### src/rtl/serial_subtractor.sv
// serial_subtractor
//
// Multi-cycle subtractor. It computes diff = a - b - bin (mod 2^WIDTH). Each cycle it takes
// SLICE bits, starting from the least significant end.
//
// Parameters
//   WIDTH  operand/result width in bits (2..64)
//   SLICE  bits processed per cycle; WIDTH must be a multiple of SLICE
//
// Ports
//   clk    rising-edge clock for all state
//   rst_n  synchronous active-low reset
//   start  capture a/b/bin and begin; honoured only while idle
//   a, b   minuend and subtrahend
//   bin    borrow-in
//   diff   registered result a - b - bin
//   bout   borrow out of the MSB
//   ovf    two's-complement overflow
//   zero   diff == 0
//   busy   high while the subtraction is in progress
//   done   one-cycle pulse when a new result appears on the outputs
module serial_subtractor #(
  parameter int unsigned WIDTH = 8,
  parameter int unsigned SLICE = 1
) (
  input  logic             clk,
  input  logic             rst_n,
  input  logic             start,
  input  logic [WIDTH-1:0] a,
  input  logic [WIDTH-1:0] b,
  input  logic             bin,
  output logic [WIDTH-1:0] diff,
  output logic             bout,
  output logic             ovf,
  output logic             zero,
  output logic             busy,
  output logic             done
);

  localparam int unsigned N    = WIDTH / SLICE;
  localparam int unsigned CntW = (N > 1) ? $clog2(N) : 1;
  localparam logic [CntW-1:0] LastCnt = CntW'(N - 1);

  localparam logic [1:0] IDLE = 2'd0;
  localparam logic [1:0] RUN  = 2'd1;
  localparam logic [1:0] DONE = 2'd2;

  // Elaboration-time parameter sanity checks.
  if (WIDTH < 2 || WIDTH > 64) begin : g_bad_width
    $error("serial_subtractor: WIDTH must be in 2..64");
  end
  if (SLICE == 0 || SLICE > WIDTH || (WIDTH % SLICE) != 0) begin : g_bad_slice
    $error("serial_subtractor: SLICE must divide WIDTH");
  end

  logic [1:0]       state_q, state_d;
  logic [WIDTH-1:0] a_sh_q, a_sh_d;
  logic [WIDTH-1:0] b_sh_q, b_sh_d;
  logic [WIDTH-1:0] res_sh_q, res_sh_d;
  logic             brw_q, brw_d;
  logic [CntW-1:0]  cnt_q, cnt_d;
  logic [WIDTH-1:0] diff_q, diff_d;
  logic             bout_q, bout_d;
  logic             ovf_q, ovf_d;
  logic             zero_q, zero_d;

  // The slice datapath is a rippled full-subtractor chain. It works on the low SLICE bits of the
  // operand shift registers.
  logic [SLICE-1:0] slice_diff;
  logic             slice_bout;
  logic             slice_msb_bin;  // borrow into the top bit of this slice
  logic [WIDTH-1:0] res_shifted;

  always_comb begin
    logic c;
    logic x;
    logic y;
    slice_diff    = '0;
    slice_msb_bin = 1'b0;
    c             = brw_q;
    for (int i = 0; i < SLICE; i++) begin
      x             = a_sh_q[i];
      y             = b_sh_q[i];
      slice_msb_bin = c;
      slice_diff[i] = x ^ y ^ c;
      c             = (~x & y) | (~x & c) | (y & c);
    end
    slice_bout = c;
  end

  // New slice bits enter the result register at the top. After N shifts the first slice has
  // reached bit 0.
  always_comb begin
    logic [WIDTH-1:0] slice_ext;
    slice_ext              = '0;
    slice_ext[SLICE-1:0]   = slice_diff;
    res_shifted            = (res_sh_q >> SLICE) | (slice_ext << (WIDTH - SLICE));
  end

  always_comb begin
    state_d  = state_q;
    a_sh_d   = a_sh_q;
    b_sh_d   = b_sh_q;
    res_sh_d = res_sh_q;
    brw_d    = brw_q;
    cnt_d    = cnt_q;
    diff_d   = diff_q;
    bout_d   = bout_q;
    ovf_d    = ovf_q;
    zero_d   = zero_q;

    case (state_q)
      IDLE: begin
        if (start) begin
          a_sh_d   = a;
          b_sh_d   = b;
          brw_d    = bin;
          res_sh_d = '0;
          cnt_d    = '0;
          state_d  = RUN;
        end
      end

      RUN: begin
        a_sh_d   = a_sh_q >> SLICE;
        b_sh_d   = b_sh_q >> SLICE;
        res_sh_d = res_shifted;
        brw_d    = slice_bout;
        cnt_d    = cnt_q + CntW'(1);
        if (cnt_q == LastCnt) begin
          // The final slice holds the MSB. All result outputs update together on this edge.
          state_d = DONE;
          diff_d  = res_shifted;
          bout_d  = slice_bout;
          ovf_d   = slice_msb_bin ^ slice_bout;
          zero_d  = (res_shifted == '0);
        end
      end

      DONE: begin
        state_d = IDLE;
      end

      default: begin
        state_d = IDLE;
      end
    endcase
  end

  always_ff @(posedge clk) begin
    if (!rst_n) begin
      state_q  <= IDLE;
      a_sh_q   <= '0;
      b_sh_q   <= '0;
      res_sh_q <= '0;
      brw_q    <= 1'b0;
      cnt_q    <= '0;
      diff_q   <= '0;
      bout_q   <= 1'b0;
      ovf_q    <= 1'b0;
      zero_q   <= 1'b0;
    end else begin
      state_q  <= state_d;
      a_sh_q   <= a_sh_d;
      b_sh_q   <= b_sh_d;
      res_sh_q <= res_sh_d;
      brw_q    <= brw_d;
      cnt_q    <= cnt_d;
      diff_q   <= diff_d;
      bout_q   <= bout_d;
      ovf_q    <= ovf_d;
      zero_q   <= zero_d;
    end
  end

  assign diff = diff_q;
  assign bout = bout_q;
  assign ovf  = ovf_q;
  assign zero = zero_q;
  assign busy = (state_q == RUN);
  assign done = (state_q == DONE);

endmodule

### config.mk
export PLATFORM = sky130hd
export DESIGN_NAME = serial_subtractor
export DESIGN_NICKNAME = d
export VERILOG_FILES = /design/src/rtl/serial_subtractor.sv
export SDC_FILE = /design/constraint.sdc
export NUM_CORES = 1
export LEC_CHECK = 0
export ABC_CLOCK_PERIOD_IN_PS = 1800
export BUFFER_PORTS_ARGS = -buffer_cell sky130_fd_sc_hd__clkbuf_2
export CAP_MARGIN = 20
export CORE_ASPECT_RATIO = 1.2
export CORE_MARGIN = 8
export CORE_UTILIZATION = 50
export CTS_CLUSTER_SIZE = 14
export DETAILED_ROUTE_END_ITERATION = 7
export PLACE_DENSITY = 0.73
export SLEW_MARGIN = 20
export SYNTH_ARGS = -nofsm -noshare
export SYNTH_HDL_FRONTEND = slang
export SYNTH_SLANG_ARGS = --single-unit
### constraint.sdc
create_clock -name clk -period 1.8 [get_ports clk]
set_input_delay 0.27 -clock clk [delete_from_list [all_inputs] [get_ports clk]]
set_output_delay 0.27 -clock clk [all_outputs]
set_load 0.1 [all_outputs]
======== Word-level counts from Yosys, hierarchy flattened ========
Cells that the tools add are included.
storage, ports and cells
  flip-flop bits (word level) ............. 41
  input bits .............................. 20
  output and inout bits ................... 13
  word-level logic and storage cells ...... 45
cells by class
  add/sub/neg operators ................... 1
  equal/unequal tests ..................... 5
  mux-type cells .......................... 13
  bitwise operators ....................... 10
  reductions and logical operators ........ 6
operators by type and width
  operator                                                          count
  8-bit case mux with 2 select lines                                3
  8-bit 2-to-1 mux                                                  3
  8-bit zero test                                                   1
  7-bit by 8-bit OR with 8-bit output                               1
  3-bit case mux with 2 select lines                                1
  2-bit AND reduction                                               3
  2-bit 2-to-1 mux                                                  2
  2-bit case mux with 2 select lines                                1
  3-bit by 1-bit adder with 3-bit output (second input constant)    1
  1-bit bitwise AND                                                 3
  3-bit == test (second input constant)                             1
  3-bit 2-to-1 mux                                                  1
  1-bit bitwise XOR                                                 3
  2-bit by 1-bit == test with 1-bit output (second input constant)  1
  2-bit == test (second input constant)                             1
  2-bit zero test                                                   1
  2-bit by 1-bit != test with 1-bit output (second input constant)  1
  2-bit != test (second input constant)                             1
  1-bit OR                                                          2
  1-bit case mux with 2 select lines                                1
  2-bit nonzero test                                                1
  1-bit 2-to-1 mux                                                  1
  1-bit NOT                                                         1

======== Depth between registers and ports, before layout ========
  depth in word-level cells ............... 5
  depth in mapped cells ................... 7
  mapped depth without buffers ............ 5

======== Worst setup path after synthesis ========
No wires, ideal clock.
  path kind ............................... register to output
  from .................................... register state_q[0]
  to ...................................... output done
  data arrival time ....................... 1816 ps
  data required time ...................... 1530 ps
  slack ................................... -286 ps
  cell stages (with the launch flop) ...... 3
  cell sequence ........................... dfxtp_1 > buf_6 > nor2b_1
on the way
  longest elaborated chain between the ends .. 1
ends and longest elaborated chain
  element                 line  text
  from (decl)             56    logic [1:0] state_q, state_d;
  from (signal assigned)  163   state_q <= state_d;
  2-bit == test           181   assign done = (state_q == DONE);
  to (decl)               37    output logic done
Every way passes these cells.

======== Worst setup path in the final report ========
  from .................................... register state_q[1]
  to ...................................... output busy
on the way
  longest elaborated chain between the ends .. 1
ends and longest elaborated chain
  element                                   line  text
  2-bit by 1-bit == test with 1-bit output  180   assign busy = (state_q == RUN);
  to (decl)                                 36    output logic busy,
Every way passes these cells.

==> results.toml <==
[die]
core_um2 = 3340
initial_core_util_pct = 52.4
die-area_um2 = 5650
die_h_um = 80.8
num_rows = 23
ioPinCount = 33
dieWidth_um = 70.0

[flow_run]
cap_violations = 0

[hold_path]
hp-class = "input pin to flop"
min_to = "b_sh_q[2]"
hp-start = "b[2]"
holdPathStages = 3

[place]
place.gp.congestion = 0.759
dp_hpwl_um = 2490
port_buffers = 32
placedInstanceArea_um2 = 1870

[timing]
fin_skew_ns = 0.00352
grt_setup_unrepaired = "false"
drv_slew = 0
maxSlewHeadroom_pct = 57.7
finalCritPeriodShare_pct = 89.4
max_freq_mhz = 622
setup_viol = 0
hold_viol_final = 0
fin_crit_ns = 1.61
tns_ns = 0
worstMarginPinSlew_ns = 0.634

[pwr]
p_per_area_nw_per_um2 = 874
peakVddDrop_v = 0.000805
total_leakage_power_nw = 0.815

[worst_setup_path]
crit_required_ns = 1.53
start_kind = "flop"
cpLargestDelayFamily = "buffers and inverters"
r2r_slack_ns = 0.25
cp_slowest_cell = "dfxtp_2"
arrival_ns = 1.34
timing.rr.start = "cnt_q[0]"
end_kind = "output pin"
critPathBufInv = 2
r2r-end = "ovf"
crit_chain = "nand2b_4 -> inv_6 -> buf_12"
path_max_fanout = 22
max_stage_delay_ns = 0.37
r2r_cells = 5
setup.worst_path.start = "state_q[1]"
critical_path_class = "flop to output pin"

[grt]
grt_antenna_before_repair = 0
grt_max_degree = 42
grt_pass1_wl_um = 6030
grt_usage_pct = 13.2
grt_pass1_vias = 1347
gr-total-overflow = 0

[finish]
final_nets = 238
fill_cells = 327
area_delta_synth_final_pct = 11.0
drive_gt1_share_pct = 23.0
fin_area_um2 = 1940
mostFrequentLayoutCells = "dfxtp_1 (39), nand2_1 (32), clkbuf_2 (30), a21oi_1 (25), nor2b_1 (13)"
diodes = 0
final_common_cell = "dfxtp_1"

[synthesis]
async_flop_share_pct = 0
yosysSeqAreaShare_pct = 45.8
yosysWarnings = 0
synth.avg_cell_area_um2 = 9.25
synthXorXnorAreaFrac_pct = 0.501
synthMuxAreaShare_pct = 1.15
synth_area_leaders = "dfxtp_1 (46%), a21oi_1 (7.2%), nand2_1 (6.9%)"
synth_top_family_by_area = "compound AO/OA/AOI/OAI gates"
syn-num-nets = 212
synth_edf_count = 0
syn_area_um2 = 1750
synth-compound-area-share_pct = 25.1
synth_adder_area_share_pct = 2.58
synth_cells = 189
yosys.area_share.simple_pct = 17.1
yosys_register_bits = 40
synth_cell_type_count = 35
synthDominantCellAreaShare_pct = 45.8
ys.flop_type = "dfxtp_1"
synth_area_leader_cell = "dfxtp_1"

[clock_tree]
cts.reportedPaths.clkPinSlew_ns = 0.07
clk_latency_ns = 0.29
htree_levels = 2
cts_tree = "built"
cts_buffers = 5
cts_buffer_depth = 2
cts_setup_buffers = 0
clock-root-buffer = "clkbuf_8"
cts.sinks = 40

[detailed_routing]
drc_errors = 0
drt_first_pass_iters = 4
drt.antenna.violating_nets = 0
vias_per_cell = 5.56
wl_per_cell_um = 14.3
drtIter0Drc = 95
vias = 1389
totalWireLength_um = 3570

[run_status]
status = "complete, no violations"
## synthesized netlist by cell type (all sizes together) (2+ instances only)
master,number
a21oi,27
a21boi,8
nor3b,2
nor2,2
clkbuf,4
inv,3
mux2i,2
o211a,3
nor2b,14
buf,11
a22oi,10
o221a,2
and2,2
o21ai,13
dfxtp,40
nand2,32
ha,2
## worst max path at each step
stage	slack, ns	cells past startpoint	end
global placement	0.36	5	zero
detailed placement	0.26	5	ovf
finish	0.19	3	busy
floorplan	0.25	2	done
global route	0.10	5	diff[3]
CTS	0.08	3	busy
## stage by stage
step,std cells,hold WS (ns),utilization (%),worst slack [ns],total power [mW]
after floorplan,189,0.404,-,0.246,1.13
after global placement,245,0.442,56.0,0.363,1.17
after detailed placement,245,0.447,56.0,0.261,1.18
after CTS,250,0.183,58.1,0.0817,1.71
after global routing,250,0.192,58.1,0.102,1.77
final,250,0.190,58.1,0.192,1.70
## flip-flops by register name, indices dropped and copies added, names as in the netlist
signal,cells
b_sh_q,8
brw_q,1
res_sh_q,7
zero,1
diff,8
cnt_q,3
state_q,2
ovf,1
a_sh_q,8
bout,1
## worst register-to-register path: stages (launching register included)
cell and delay, ns:
dfxtp_1 0.36, ha_1 0.17, ha_1 0.18, and3b_1 0.47, nand2_1 0.11, o211a_1 0.15
## where the power goes
part	switching [mW]	internal, mW	leakage (nW)
clock	0.285	0.250	0.0359
sequential	0.0252	0.924	0.327
combinational	0.119	0.0925	0.451
## timing repair
action                                  CTS  global route
hold buffers                              0             0
endpoints found under the setup margin    0             1
gates resized for setup                   0             1
## final cells by class
cell class	count	area [um^2]	share of cell area, %
Multi-Input combinational cell	131	815	42.0
Sequential cell	40	802	41.3
Timing Repair Buffer	34	193	9.93
Clock buffer	5	68.8	3.55
Tap cell	37	46.3	2.39
Inverter	3	16.3	0.838
## cells by family after synthesis
group	Yosys count
buffers and inverters	18
AND/OR/NAND/NOR	59
AO/OA/AOI/OAI	66
XOR/XNOR	1
flip-flops	40
multiplexers	2
adder cells (fa/ha/maj)	3
## per-layer routing
metal	track usage [%]	wire length (um)	share of wire, %	up-vias
met5	0	0	0	-
met4	5.43	51	1.4	0
met3	6.21	202	5.7	5
met2	22.6	1750	49	29
met1	13.7	1570	44	651
li1	-	-	-	704
No activity file was read; power rests on OpenSTA's default activity.
